--- src/rtl/ddr_cmd_responder.sv ---
// ddr_cmd_responder
//
// Behavioural responder for a DDR command bus. It tracks the state of each
// bank (IDLE / ACTIVATING / ACTIVE / PRECHARGING) and enforces tRCD, tRAS and
// tRP. It returns read data strobes CL cycles after each legal RD. Illegal
// commands are dropped without touching any bank state.
//
// Optional feature macro: DDR_RESP_ERR_EN
//   defined   -> err_valid / err_code report the cause of each dropped command
//   undefined -> err_valid / err_code are tied to 0 (commands are still dropped)
//
// Ports
//   clock_t    in   sole clock, rising edge
//   reset      in   synchronous, active-high; wins over cmd_valid
//   cmd_valid  in   command present this cycle
//   cmd_op     in   00 ACT, 01 PRE, 10 RD, 11 WR
//   cmd_bg     in   bank group  (bank index = {cmd_bg, cmd_ba})
//   cmd_ba     in   bank address
//   cmd_row    in   row address (ignored by PRE)
//   bank_open  out  per bank, 1 while ACTIVATING or ACTIVE
//   rd_valid   out  one-cycle read-return strobe
//   rd_bank    out  bank index of the returned read
//   err_valid  out  one-cycle illegal-command strobe, one cycle after the command
//   err_code   out  1 ACT not idle, 2 RD/WR not active, 3 PRE before tRAS, 4 row miss
module ddr_cmd_responder #(
    parameter int NUM_BANKS = 16,
    parameter int ROW_W     = 15,
    parameter int T_RCD     = 4,
    parameter int T_RAS     = 12,
    parameter int T_RP      = 10,
    parameter int CL        = 5
) (
    input  logic                 clock_t,
    input  logic                 reset,
    input  logic                 cmd_valid,
    input  logic [1:0]           cmd_op,
    input  logic [1:0]           cmd_bg,
    input  logic [1:0]           cmd_ba,
    input  logic [ROW_W-1:0]     cmd_row,
    output logic [NUM_BANKS-1:0] bank_open,
    output logic                 rd_valid,
    output logic [3:0]           rd_bank,
    output logic                 err_valid,
    output logic [2:0]           err_code
);

    localparam logic [1:0] ST_IDLE        = 2'd0;
    localparam logic [1:0] ST_ACTIVATING  = 2'd1;
    localparam logic [1:0] ST_ACTIVE      = 2'd2;
    localparam logic [1:0] ST_PRECHARGING = 2'd3;

    localparam logic [1:0] OP_ACT = 2'b00;
    localparam logic [1:0] OP_PRE = 2'b01;
    localparam logic [1:0] OP_RD  = 2'b10;
    localparam logic [1:0] OP_WR  = 2'b11;

    // The timer saturates at the largest timing parameter (T_RAS in any
    // sensible configuration) so every threshold stays reachable and the
    // counter never wraps.
    localparam int T_SAT = (T_RAS > T_RP) ? ((T_RAS > T_RCD) ? T_RAS : T_RCD)
                                          : ((T_RP  > T_RCD) ? T_RP  : T_RCD);
    localparam int TIMER_W = $clog2(T_SAT + 1);

    localparam logic [TIMER_W-1:0] TIMER_MAX = TIMER_W'(T_SAT);
    localparam logic [TIMER_W-1:0] RCD_LAST  = TIMER_W'(T_RCD - 1);
    localparam logic [TIMER_W-1:0] RAS_LAST  = TIMER_W'(T_RAS - 1);
    localparam logic [TIMER_W-1:0] RP_LAST   = TIMER_W'(T_RP - 1);

    // With a threshold of 1 the bank must be usable on the very next cycle,
    // so the intermediate state is skipped altogether.
    localparam logic [1:0] ACT_NEXT = (T_RCD > 1) ? ST_ACTIVATING  : ST_ACTIVE;
    localparam logic [1:0] PRE_NEXT = (T_RP  > 1) ? ST_PRECHARGING : ST_IDLE;

    logic [1:0]         bank_state [NUM_BANKS];
    logic [TIMER_W-1:0] bank_timer [NUM_BANKS];
    logic [ROW_W-1:0]   bank_row   [NUM_BANKS];

    logic [3:0]         cmd_idx;
    logic               bank_in_range;
    logic [1:0]         sel_state;
    logic [TIMER_W-1:0] sel_timer;
    logic [ROW_W-1:0]   sel_row;
    logic [2:0]         cmd_err;
    logic               cmd_legal;
    logic               rd_accept;

    logic [CL-1:0]      pipe_v;
    logic [3:0]         pipe_bank [CL];

    function automatic logic [TIMER_W-1:0] timer_step(input logic [TIMER_W-1:0] t);
        return (t >= TIMER_MAX) ? TIMER_MAX : t + TIMER_W'(1);
    endfunction

    assign cmd_idx       = {cmd_bg, cmd_ba};
    assign bank_in_range = (32'(cmd_idx) < NUM_BANKS);

    // Look up the addressed bank and classify the command. A non-zero cmd_err
    // means the command is dropped. A PRE to an IDLE or PRECHARGING bank is
    // legal but changes nothing, because that bank is already closed.
    always_comb begin
        sel_state = ST_IDLE;
        sel_timer = '0;
        sel_row   = '0;
        cmd_err   = 3'd0;
        if (bank_in_range) begin
            sel_state = bank_state[cmd_idx];
            sel_timer = bank_timer[cmd_idx];
            sel_row   = bank_row[cmd_idx];
        end
        if (cmd_valid && bank_in_range) begin
            case (cmd_op)
                OP_ACT: begin
                    if (sel_state != ST_IDLE) begin
                        cmd_err = 3'd1;
                    end
                end
                OP_PRE: begin
                    if ((sel_state == ST_ACTIVATING) ||
                        ((sel_state == ST_ACTIVE) && (sel_timer < RAS_LAST))) begin
                        cmd_err = 3'd3;
                    end
                end
                OP_RD, OP_WR: begin
                    if (sel_state != ST_ACTIVE) begin
                        cmd_err = 3'd2;
                    end else if (sel_row != cmd_row) begin
                        cmd_err = 3'd4;
                    end
                end
                default: cmd_err = 3'd0;
            endcase
        end
    end

    assign cmd_legal = cmd_valid && bank_in_range && (cmd_err == 3'd0);
    assign rd_accept = cmd_legal && (cmd_op == OP_RD);

    // Per-bank FSM. The timer is cleared by ACT and by an effective PRE, and
    // it runs otherwise. The transition fires on the edge where the timer
    // steps to the threshold. The new state is therefore visible in the same
    // cycle in which the timer reads T_xx-1. This makes a follow-up command
    // exactly T_xx cycles after the opening command legal.
    always_ff @(posedge clock_t) begin
        if (reset) begin
            for (int b = 0; b < NUM_BANKS; b++) begin
                bank_state[b] <= ST_IDLE;
                bank_timer[b] <= '0;
                bank_row[b]   <= '0;
            end
        end else begin
            for (int b = 0; b < NUM_BANKS; b++) begin
                if (cmd_legal && (cmd_idx == 4'(b)) && (cmd_op == OP_ACT)) begin
                    bank_state[b] <= ACT_NEXT;
                    bank_timer[b] <= '0;
                    bank_row[b]   <= cmd_row;
                end else if (cmd_legal && (cmd_idx == 4'(b)) && (cmd_op == OP_PRE) &&
                             (bank_state[b] == ST_ACTIVE)) begin
                    bank_state[b] <= PRE_NEXT;
                    bank_timer[b] <= '0;
                end else begin
                    bank_timer[b] <= timer_step(bank_timer[b]);
                    if ((bank_state[b] == ST_ACTIVATING) &&
                        (timer_step(bank_timer[b]) >= RCD_LAST)) begin
                        bank_state[b] <= ST_ACTIVE;
                    end else if ((bank_state[b] == ST_PRECHARGING) &&
                                 (timer_step(bank_timer[b]) >= RP_LAST)) begin
                        bank_state[b] <= ST_IDLE;
                    end
                end
            end
        end
    end

    always_comb begin
        bank_open = '0;
        for (int b = 0; b < NUM_BANKS; b++) begin
            bank_open[b] = (bank_state[b] == ST_ACTIVATING) || (bank_state[b] == ST_ACTIVE);
        end
    end

    // Read-return shift pipeline. Stage CL-1 drives the outputs, so a RD that
    // is accepted on cycle N appears on cycle N+CL. The bank field is loaded
    // only for real returns, so rd_bank reads 0 whenever rd_valid is low.
    always_ff @(posedge clock_t) begin
        if (reset) begin
            pipe_v <= '0;
            for (int i = 0; i < CL; i++) begin
                pipe_bank[i] <= '0;
            end
        end else begin
            pipe_v[0]    <= rd_accept;
            pipe_bank[0] <= rd_accept ? cmd_idx : 4'd0;
            for (int i = 1; i < CL; i++) begin
                pipe_v[i]    <= pipe_v[i-1];
                pipe_bank[i] <= pipe_bank[i-1];
            end
        end
    end

    assign rd_valid = pipe_v[CL-1];
    assign rd_bank  = pipe_bank[CL-1];

`ifdef DDR_RESP_ERR_EN
    // Error strobe is registered, one cycle after the offending command.
    always_ff @(posedge clock_t) begin
        if (reset) begin
            err_valid <= 1'b0;
            err_code  <= 3'd0;
        end else begin
            err_valid <= cmd_valid && bank_in_range && (cmd_err != 3'd0);
            err_code  <= cmd_err;
        end
    end
`else
    assign err_valid = 1'b0;
    assign err_code  = 3'd0;
`endif

endmodule

--- config.mk ---
export PLATFORM = sky130hd
export DESIGN_NAME = ddr_cmd_responder
export DESIGN_NICKNAME = d
export VERILOG_FILES = /design/src/rtl/ddr_cmd_responder.sv
export SDC_FILE = /design/constraint.sdc
export NUM_CORES = 1
export LEC_CHECK = 0
export CORE_UTILIZATION = 40
export DETAILED_ROUTE_END_ITERATION = 8
export GPL_ROUTABILITY_DRIVEN = 0
export GPL_TIMING_DRIVEN = 1
export SETUP_SLACK_MARGIN = 0.1
export SYNTH_ARGS = -nofsm -noshare
export SYNTH_HDL_FRONTEND = slang
export SYNTH_SLANG_ARGS = --single-unit
--- constraint.sdc ---
create_clock -name clock_t -period 5.9 [get_ports clock_t]
set_input_delay 1.18 -clock clock_t [delete_from_list [all_inputs] [get_ports clock_t]]
set_output_delay 1.18 -clock clock_t [all_outputs]
set_load 0.02 [all_outputs]
==> qor.txt, run 1 <==
====================================================================================
# resized after CTS ...................................................            0
Area added between synthesis and finish ...............................        15.2%
Detailed router's first-iteration violation count .....................         1353
Post-detail-place hpwl ................................................      34.9 mm
Residual DRC ..........................................................            0
Cell at the root of the clock tree ....................................    clkbuf_16
Initial antenna violation count .......................................            0
Setup tns final .......................................................         0 ns
Setup-violating endpoint count in the final report ....................            0
Row cnt ...............................................................           78
Synth cell types ......................................................           73
Biggest area contributors in the synthesized netlist .................. edfxtp_1, mux4_2, ha_1, nor2_1, dfxtp_1
Startpoint types ...................................................... primary input
Crit end category .....................................................     register
Maximum fanout along the worst path ...................................           19
Fin util ..............................................................        0.466
Hold Crit Depth .......................................................            1
Arr. time, crit path ..................................................      5.13 ns
Starting Density ......................................................        0.405
Unrepaired setup endpoints after global routing .......................        false
Maximum number of pins on one net before global-route repair ..........           78
Dominant register cell in the synthesized netlist .....................     edfxtp_1
Count of pins on the block boundary ...................................           49
Post-synthesis async set-or-reset flop share ..........................            0
Skew-Pair Late Insertion Delay ........................................      0.57 ns
Maximum clock skew at final layout ....................................    0.0217 ns
FF+latch count, synth .................................................          361
Via count of the first global-routing pass ............................        12550
Worst path setup slack after routing ..................................      1.04 ns
Routed wire length ....................................................      50.6 mm
Mean post-synth cell area .............................................    12.3 um^2
Depth of the worst register-to-register path ..........................           10
Yosys top cell area share .............................................        0.551
Syn. warnings .........................................................            0
Clock transition at path regs .........................................      0.06 ns
Height of the chip ....................................................       216 um
Level count of the clock H-tree .......................................            2
Number of enable flip-flop cells after synthesis ......................          336
CTS Buf Count .........................................................           41
Number of buffers inserted for hold repair after clock tree synthesis .            0
Horizontal extent of the die ..........................................       216 um
Maximum vdd drop ......................................................     0.220 mV
Clock sink count ......................................................          361
Result of the run ..................................................... complete, no violations
Final Slew Violations .................................................            0
Post-synthesis cell type with the largest combined area ...............     edfxtp_1
Setup slack at placement ..............................................     0.494 ns
Antenna-violating nets left ...........................................            0
Leading cell type by number of instances after synthesis ..............     edfxtp_1
Slew Limit Headroom ...................................................        0.301
Classification of the worst-slack hold path ........................... register to register
Number of setup buffers added after CTS ...............................            0
Core Box Area .........................................................   45300 um^2
Number of diodes ......................................................            0
Port Buf Inserts ......................................................           44
# nets final ..........................................................         1715
Detailed-route via count ..............................................        12649
Average via count per standard cell ...................................         5.61
Share of synthesized area occupied by flip-flops and latches ..........        0.578
Cell Area, Synth ......................................................   18300 um^2
Path type of the worst setup path ..................................... primary input to register
First-pass DRT Iterations .............................................            5
Total GRT Usage .......................................................        0.218
Filler cell count in the final layout .................................         4108
Upper clock frequency limit ...........................................      206 MHz
Commonest cells in the netlist ........................................ edfxtp_1, nor2_1, nand2_1, inv_1, ha_1
Ratio of final minimum period to clock period .........................        0.824
Power density of the placed cells .....................................  299 nW/um^2
Wire length of the first global-routing pass ..........................      76.2 mm
Required time of the critical path ....................................      6.17 ns
Average routed wire per standard cell .................................      22.5 um
Leak Pwr ..............................................................      7.70 nW
Maximum clock path buffer count .......................................            3
Synthesized instance count ............................................         1495
Congestion Overflow GR ................................................            0
Worst Tran Pin Value ..................................................      1.05 ns
Power Total ...........................................................      6.31 mW
Layout cells sized above 1 ............................................        0.138
Max Cap Violations ....................................................            0
Fin crit period .......................................................      4.86 ns
Hold Violations, Final ................................................            0
Die Outline Area ......................................................   46700 um^2
Clock tree from TritonCTS .............................................        built
====================================================================================
registers in the layout, summed over array words and instances, names as in the netlist:
name	flops
bank_row	240
bank_state	32
bank_timer	64
pipe_v	5
pipe_bank	20
metal layers:
layer  wire length, um  part of all wire  global-route usage  vias up
li1                  -                 -                   -     5763
met1             21000              0.41               0.284     6281
met2             24600              0.49               0.362      504
met3              3610             0.071              0.0430      101
met4              1450             0.029              0.0718        0
met5                 0                 0                   0        -
cell families (layout without fill, tap and decap cells):
group	after synthesis	count (layout)	share of synthesized area
compound gates	252	252	0.0961
xor+xnor	9	9	0.00430
fa+ha+maj	64	64	0.0437
buf+inv	174	266	0.0433
flops	361	361	0.578
mux	108	108	0.0994
other cells	2	68	0.000410
simple gates	525	525	0.135
worst max-delay path: stages:
cell and delay [ns]:
buf_2 0.44, buf_4 0.35, nand2_1 0.10, buf_4 0.20, a211oi_1 0.33, nor4_1 0.16, o41ai_1 0.42, nand3_1 0.23
nor4_4 0.42, a22o_1 0.43, buf_4 0.25, nand3_4 0.21, nand2_1 0.17, buf_4 0.22
layout make-up:
cell class | instances | area [um^2] | share of cell area
inverters | 94 | 353 | 0.0167
repair buffers | 103 | 906 | 0.0429
clock buffers | 51 | 1150 | 0.0544
multi-input cells | 1026 | 7260 | 0.344
flip-flops and latches | 361 | 10600 | 0.502
clock inverters | 18 | 100 | 0.00474
well taps | 600 | 751 | 0.0356
layout by cell type, fill, tap and decap left out, types with 6 or more instances in the layout:
cell type / count
ha_1: 64
nor4b_1: 8
nand2_1: 122
mux2_2: 11
nor2_1: 210
o31a_1: 6
nand3b_1: 18
and2_1: 8
nor3_1: 46
edfxtp_1: 336
clkdlybuf4s50_1: 40
conb_1: 68
a31oi_1: 10
dfxtp_1: 25
inv_1: 92
nand3_1: 35
nor2b_1: 34
a21oi_1: 34
o211ai_1: 12
o21ai_0: 48
a22oi_1: 18
buf_4: 58
a211oi_1: 6
a21o_1: 11
o22ai_1: 9
clkinv_1: 10
mux2i_1: 39
and3_1: 8
mux4_2: 58
o21bai_1: 11
clkbuf_16: 44
o21ai_2: 8
nand2b_1: 7
o311a_1: 7
a311oi_1: 7
a21boi_0: 9
a31o_2: 9
report_power, final:
part           total (mW)  leakage, nW  switching [mW]  internal (mW)
logic               0.839         3.49           0.511          0.328
clock network        2.41        0.611            1.03           1.37
registers            3.07         3.60           0.101           2.97
worst paths after layout:
check                      start  slack (ns)             end
hold / removal         pipe_v[3]        0.43       pipe_v[4]
setup reg to reg  bank_row[0][7]        1.92  bank_row[0][2]
hold reg to reg        pipe_v[3]        0.43       pipe_v[4]
setup / recovery       cmd_ba[0]        1.04  bank_row[0][2]
metrics by stage:
step	hold slack [ns]	instance area [um^2]	std cells
2_1_floorplan	0.414	18600	1561
3_3_place_gp	0.422	19900	2184
3_5_place_dp	0.422	19900	2184
4_1_cts	0.433	21100	2253
5_1_grt	0.454	21100	2253
6_report	0.431	21100	2253
No activity file was read; power rests on OpenSTA's default activity.
==> run 2: changes to the inputs <==
Clock period 5.9 ns to 4 ns, I/O delays scaled along.
==> qor.txt, run 2 (same netlist as run 1, synthesis figures left out) <==
====================================================================================
# nets final ..........................................................         1824
Maximum fanout along the worst path ...................................           17
Slowest cell delay on critical path ...................................      0.53 ns
Power Total ...........................................................      9.62 mW
Filler cell count in the final layout .................................         4039
Power density of the placed cells .....................................  429 nW/um^2
Launch instance of the worst register-to-register path ................ bank_timer[9][2]
Top cell by count, worst path .........................................       buf_12
Height of the chip ....................................................       216 um
Ratio of final minimum period to clock period .........................        0.970
Slowest library cell on the worst path ................................       mux4_2
Area of combinational cells with multiple inputs ......................    7340 um^2
Skew-Pair Late Insertion Delay ........................................      0.58 ns
Maximum number of pins on one net before global-route repair ..........           62
Arr. time, crit path ..................................................      4.14 ns
Critical path buffers and inverters ...................................            7
Most flops, register ..................................................     bank_row
Worst path setup slack after routing ..................................     0.122 ns
Worst Tran Pin Value ..................................................     0.759 ns
Row cnt ...............................................................           78
CP top delay family ................................................... buffers and inverters
Residual DRC ..........................................................            0
Average via count per standard cell ...................................         5.52
Setup crit start ......................................................    cmd_ba[0]
Number of buffers inserted for hold repair after clock tree synthesis .            0
Count of pins on the block boundary ...................................           49
Die Outline Area ......................................................   46700 um^2
Average routed wire per standard cell .................................      21.8 um
Area added between synthesis and finish ...............................        22.4%
Total GRT Usage .......................................................        0.224
Starting Density ......................................................        0.405
Antenna-violating nets left ...........................................            0
Required time of the critical path ....................................      4.26 ns
Final Slew Violations .................................................            0
Layout cells sized above 1 ............................................        0.200
Maximum clock skew at final layout ....................................    0.0312 ns
Unrepaired setup endpoints after global routing .......................         true
Setup-violating endpoint count in the final report ....................            0
Result of the run ..................................................... complete, no violations
Path type of the worst setup path ..................................... primary input to register
Startpoint types ...................................................... primary input
Cell chain of the critical path ....................................... buf_2 -> buf_12 -> mux4_2 -> mux2i_1 -> mux2i_1 -> xnor2_1 -> buf_4 -> nand4_1 -> nor4_4 -> buf_4 -> a22oi_2 -> buf_12 -> o31ai_4 -> buf_12 -> buf_12
First-pass DRT Iterations .............................................            6
Start point of the worst min-delay path ............................... pipe_bank[0][15]
Max FFs per register ..................................................          240
Setup tns final .......................................................         0 ns
Congestion Overflow GR ................................................            0
Detailed router's first-iteration violation count .....................         1383
Horizontal extent of the die ..........................................       216 um
CTS Buf Count .........................................................           40
R2R setup slack .......................................................      0.32 ns
Hold Violations, Final ................................................            0
Clock sink count ......................................................          361
Port Buf Inserts ......................................................           44
Wire length of the first global-routing pass ..........................      78.6 mm
Via count of the first global-routing pass ............................        12971
Classification of the worst-slack hold path ........................... register to register
Setup slack at placement ..............................................    -0.490 ns
Upper clock frequency limit ...........................................      258 MHz
Slew Limit Headroom ...................................................        0.494
Area used by sequential logic in the layout ...........................   10600 um^2
Leak Pwr ..............................................................      8.41 nW
Maximum vdd drop ......................................................     0.349 mV
Max Cap Violations ....................................................            0
Level count of the clock H-tree .......................................            2
Post-detail-place hpwl ................................................      35.6 mm
Routed wire length ....................................................      51.6 mm
Fin crit period .......................................................      3.88 ns
Detailed-route via count ..............................................        13066
Initial antenna violation count .......................................            0
Core Box Area .........................................................   45300 um^2
Highest-count cells in the layout ignoring fill and taps .............. edfxtp_1, nor2_1, buf_4
Number of diodes ......................................................            0
Crit end category .....................................................     register
Clock transition at path regs .........................................      0.05 ns
Clock tree from TritonCTS .............................................        built
Leading cell type in the layout, fill and taps excluded ...............     edfxtp_1
Maximum clock path buffer count .......................................            3
Cell at the root of the clock tree ....................................    clkbuf_16
Largest registers ..................................................... bank_row x240, bank_timer x64, bank_state x32
====================================================================================
run 2: cell types whose count changed in the layout (fill, tap and decap cells not counted), moves of 2 or more:
cell | before | now
buf_12 | 3 | 26
buf_4 | 58 | 140
buf_6 | 0 | 3
bufinv_16 | 0 | 4
clkbuf_8 | 2 | 0
clkinv_2 | 5 | 9
nand2_1 | 122 | 119
nand2_2 | 3 | 6
nand3_1 | 35 | 33
nand3_2 | 0 | 2
o21ai_2 | 8 | 3
o21ai_4 | 0 | 5
o311ai_0 | 5 | 2
o311ai_1 | 0 | 3
run 2: worst paths after layout:
path	end	depth (start not counted)
worst max-delay path	bank_row[13][4]	15
worst min-delay path	pipe_bank[0][19]	1
worst max register to register	bank_state[4][0]	11
worst min register to register	pipe_bank[0][19]	1
run 2: routing by layer:
metal	global-route usage	routed length, um	up-vias	part of all wire
met5	0	0	-	0
met4	0.0751	1670	0	0.032
met3	0.0355	3300	102	0.064
met2	0.363	24200	466	0.47
met1	0.306	22400	6513	0.43
li1	-	-	5985	-
run 2: repair_timing:
action                     CTS  global route
gates resized for setup      1            12
setup endpoints to repair    4           221
gates cloned                 0             2
pin swaps                    1             7
setup buffers                0             5
run 2: per-stage QoR:
stage	hold slack, ns	instances	cell area [um^2]	utilization
after detailed placement	0.422	2287	21000	0.463
after global placement	0.421	2287	21000	0.463
final	0.433	2367	22400	0.495
after global routing	0.456	2367	22400	0.495
after floorplan	0.414	1561	18700	-
after CTS	0.438	2360	22300	0.492
run 2: worst register-to-register path: stages (launching register included):
cell      delay [ns]
edfxtp_1        0.52
mux4_2          0.50
mux2_2          0.28
a41oi_1         0.23
buf_4           0.17
o32ai_1         0.09
a311oi_2        0.37
nand2_1         0.16
a22oi_2         0.39
buf_12          0.21
nor3_1          0.08
or3_1           0.41
run 2: final cells by class:
| cell class | count | share of cell area |
|---|---|---|
| Inverter | 94 | 0.0157 |
| Multi-Input combinational cell | 1026 | 0.327 |
| Sequential cell | 361 | 0.472 |
| Timing Repair Buffer | 213 | 0.0921 |
| Clock inverter | 27 | 0.0123 |
| Clock buffer | 46 | 0.0466 |
| Tap cell | 600 | 0.0335 |
run 2: where the power goes:
part | total (mW) | switching, mW | internal, mW | leakage [nW]
sequential | 4.52 | 0.148 | 4.37 | 3.60
clock | 3.72 | 1.57 | 2.15 | 0.646
combinational | 1.38 | 0.779 | 0.603 | 4.16
==> run 3: changes to the inputs <==
Settings changed: SKIP_LAST_GASP from default to 1.
Clock period 4 ns to 4.5 ns, I/O delays scaled along.
==> qor.txt, run 3 (same netlist as run 1, synthesis figures left out) <==
====================================================================================
Result of the run ..................................................... complete, no violations
Antenna-violating nets left ...........................................            0
Horizontal extent of the die ..........................................       216 um
Post-detail-place hpwl ................................................      35.3 mm
Power density of the placed cells .....................................  395 nW/um^2
Worst Tran Pin Value ..................................................     0.974 ns
Path type of the worst setup path ..................................... primary input to register
Clock tree from TritonCTS .............................................        built
Congestion Overflow GR ................................................            0
Maximum vdd drop ......................................................     0.333 mV
Routed wire length ....................................................      51.5 mm
Filler cell count in the final layout .................................         4075
Clock transition at path regs .........................................      0.06 ns
Upper clock frequency limit ...........................................      244 MHz
Detailed-route via count ..............................................        12986
Via count of the first global-routing pass ............................        12646
Layout cells sized above 1 ............................................        0.166
Max Cap Violations ....................................................            0
Highest-count cells in the layout ignoring fill and taps .............. edfxtp_1, nor2_1, nand2_1
Area after DPL ........................................................   20500 um^2
Height of the chip ....................................................       216 um
Residual DRC ..........................................................            0
Number of setup buffers added after CTS ...............................            0
Wire length of the first global-routing pass ..........................      77.8 mm
Average via count per standard cell ...................................         5.62
Arr. time, crit path ..................................................      4.37 ns
Number of buffers inserted for hold repair after clock tree synthesis .            0
Average routed wire per standard cell .................................      22.3 um
Skew-Pair Late Insertion Delay ........................................      0.58 ns
Maximum number of pins on one net before global-route repair ..........           78
Final Slew Violations .................................................            0
Core Box Area .........................................................   45300 um^2
Cell count after placement ............................................         2233
Unrepaired setup endpoints after global routing .......................        false
Cell at the root of the clock tree ....................................    clkbuf_16
Setup-violating endpoint count in the final report ....................            0
Fin crit period .......................................................      4.10 ns
Port Buf Inserts ......................................................           44
Level count of the clock H-tree .......................................            2
Die Outline Area ......................................................   46700 um^2
# resized after CTS ...................................................            0
Hold Violations, Final ................................................            0
Number of standard cells in the final layout excluding fillers ........         2309
Largest registers ..................................................... bank_row x240, bank_timer x64, bank_state x32
Starting Density ......................................................        0.405
Startpoint types ...................................................... primary input
CTS Buf Count .........................................................           41
Classification of the worst-slack hold path ........................... register to register
Area used by sequential logic in the layout ...........................   10600 um^2
# nets final ..........................................................         1764
Maximum clock skew at final layout ....................................    0.0265 ns
Maximum fanout along the worst path ...................................           18
Leading cell type in the layout, fill and taps excluded ...............     edfxtp_1
Total GRT Usage .......................................................        0.223
Maximum clock path buffer count .......................................            3
Slew Limit Headroom ...................................................        0.351
Most flops, register ..................................................     bank_row
Max FFs per register ..................................................          240
Number of diodes ......................................................            0
Required time of the critical path ....................................      4.76 ns
Area added between synthesis and finish ...............................        19.5%
First-pass DRT Iterations .............................................            5
Post-layout instance area .............................................   21900 um^2
Count of pins on the block boundary ...................................           49
Leak Pwr ..............................................................      8.12 nW
Row cnt ...............................................................           78
Initial antenna violation count .......................................            0
Ratio of final minimum period to clock period .........................        0.912
Crit end category .....................................................     register
Area of combinational cells with multiple inputs ......................    7260 um^2
Clock sink count ......................................................          361
Detailed router's first-iteration violation count .....................         1257
====================================================================================
run 3: final timing paths:
check / from / end / slack [ns] / cells after the start
worst min-delay path: pipe_v[2] / pipe_v[3] / 0.43 / 1
worst max-delay path: cmd_bg[0] / bank_timer[6][3] / 0.40 / 13
worst max register to register: bank_row[11][7] / bank_row[11][3] / 0.81 / 10
worst min register to register: pipe_v[2] / pipe_v[3] / 0.43 / 1
run 3: critical path, stage by stage:
cell	delay, ns
clkdlybuf4s50_1	0.46
buf_4	0.17
buf_4	0.29
nor2b_1	0.14
a22oi_1	0.29
o211ai_1	0.19
nor3b_1	0.33
a311oi_2	0.10
a2111oi_0	0.76
a31oi_4	0.10
buf_4	0.22
nor2_1	0.28
nor3_1	0.09
run 3: routing by layer:
| layer | track usage | up-vias | routed length, um | part of all wire |
|---|---|---|---|---|
| met4 | 0.0714 | 0 | 1460 | 0.028 |
| met5 | 0 | - | 0 | 0 |
| met3 | 0.0386 | 95 | 4070 | 0.079 |
| met1 | 0.300 | 6435 | 21200 | 0.41 |
| met2 | 0.365 | 573 | 24800 | 0.48 |
| li1 | - | 5883 | - | - |
run 3: where the power goes:
group	switching, mW	leakage (nW)	internal, mW
combinational	0.680	3.83	0.486
sequential	0.130	3.60	3.89
clock	1.40	0.683	2.06
run 3: final cells by class:
cell class / count / share of cell area
flip-flops and latches: 361 / 0.484
well taps: 600 / 0.0343
inverters: 94 / 0.0161
repair buffers: 152 / 0.0707
multi-input cells: 1026 / 0.332
clock inverters: 19 / 0.0101
clock buffers: 57 / 0.0534
run 3: through the flow:
stage	setup slack, ns	hold WS (ns)	setup TNS, ns	util	power (mW)
3_5_place_dp	-0.156	0.424	-19.79	0.453	5.24
2_1_floorplan	0.0263	0.414	0	-	4.74
5_1_grt	0.281	0.447	0	0.484	8.95
4_1_cts	0.394	0.436	0	0.484	8.70
6_report	0.395	0.434	0	0.484	8.65
3_3_place_gp	-0.0632	0.424	-4.50	0.453	5.22
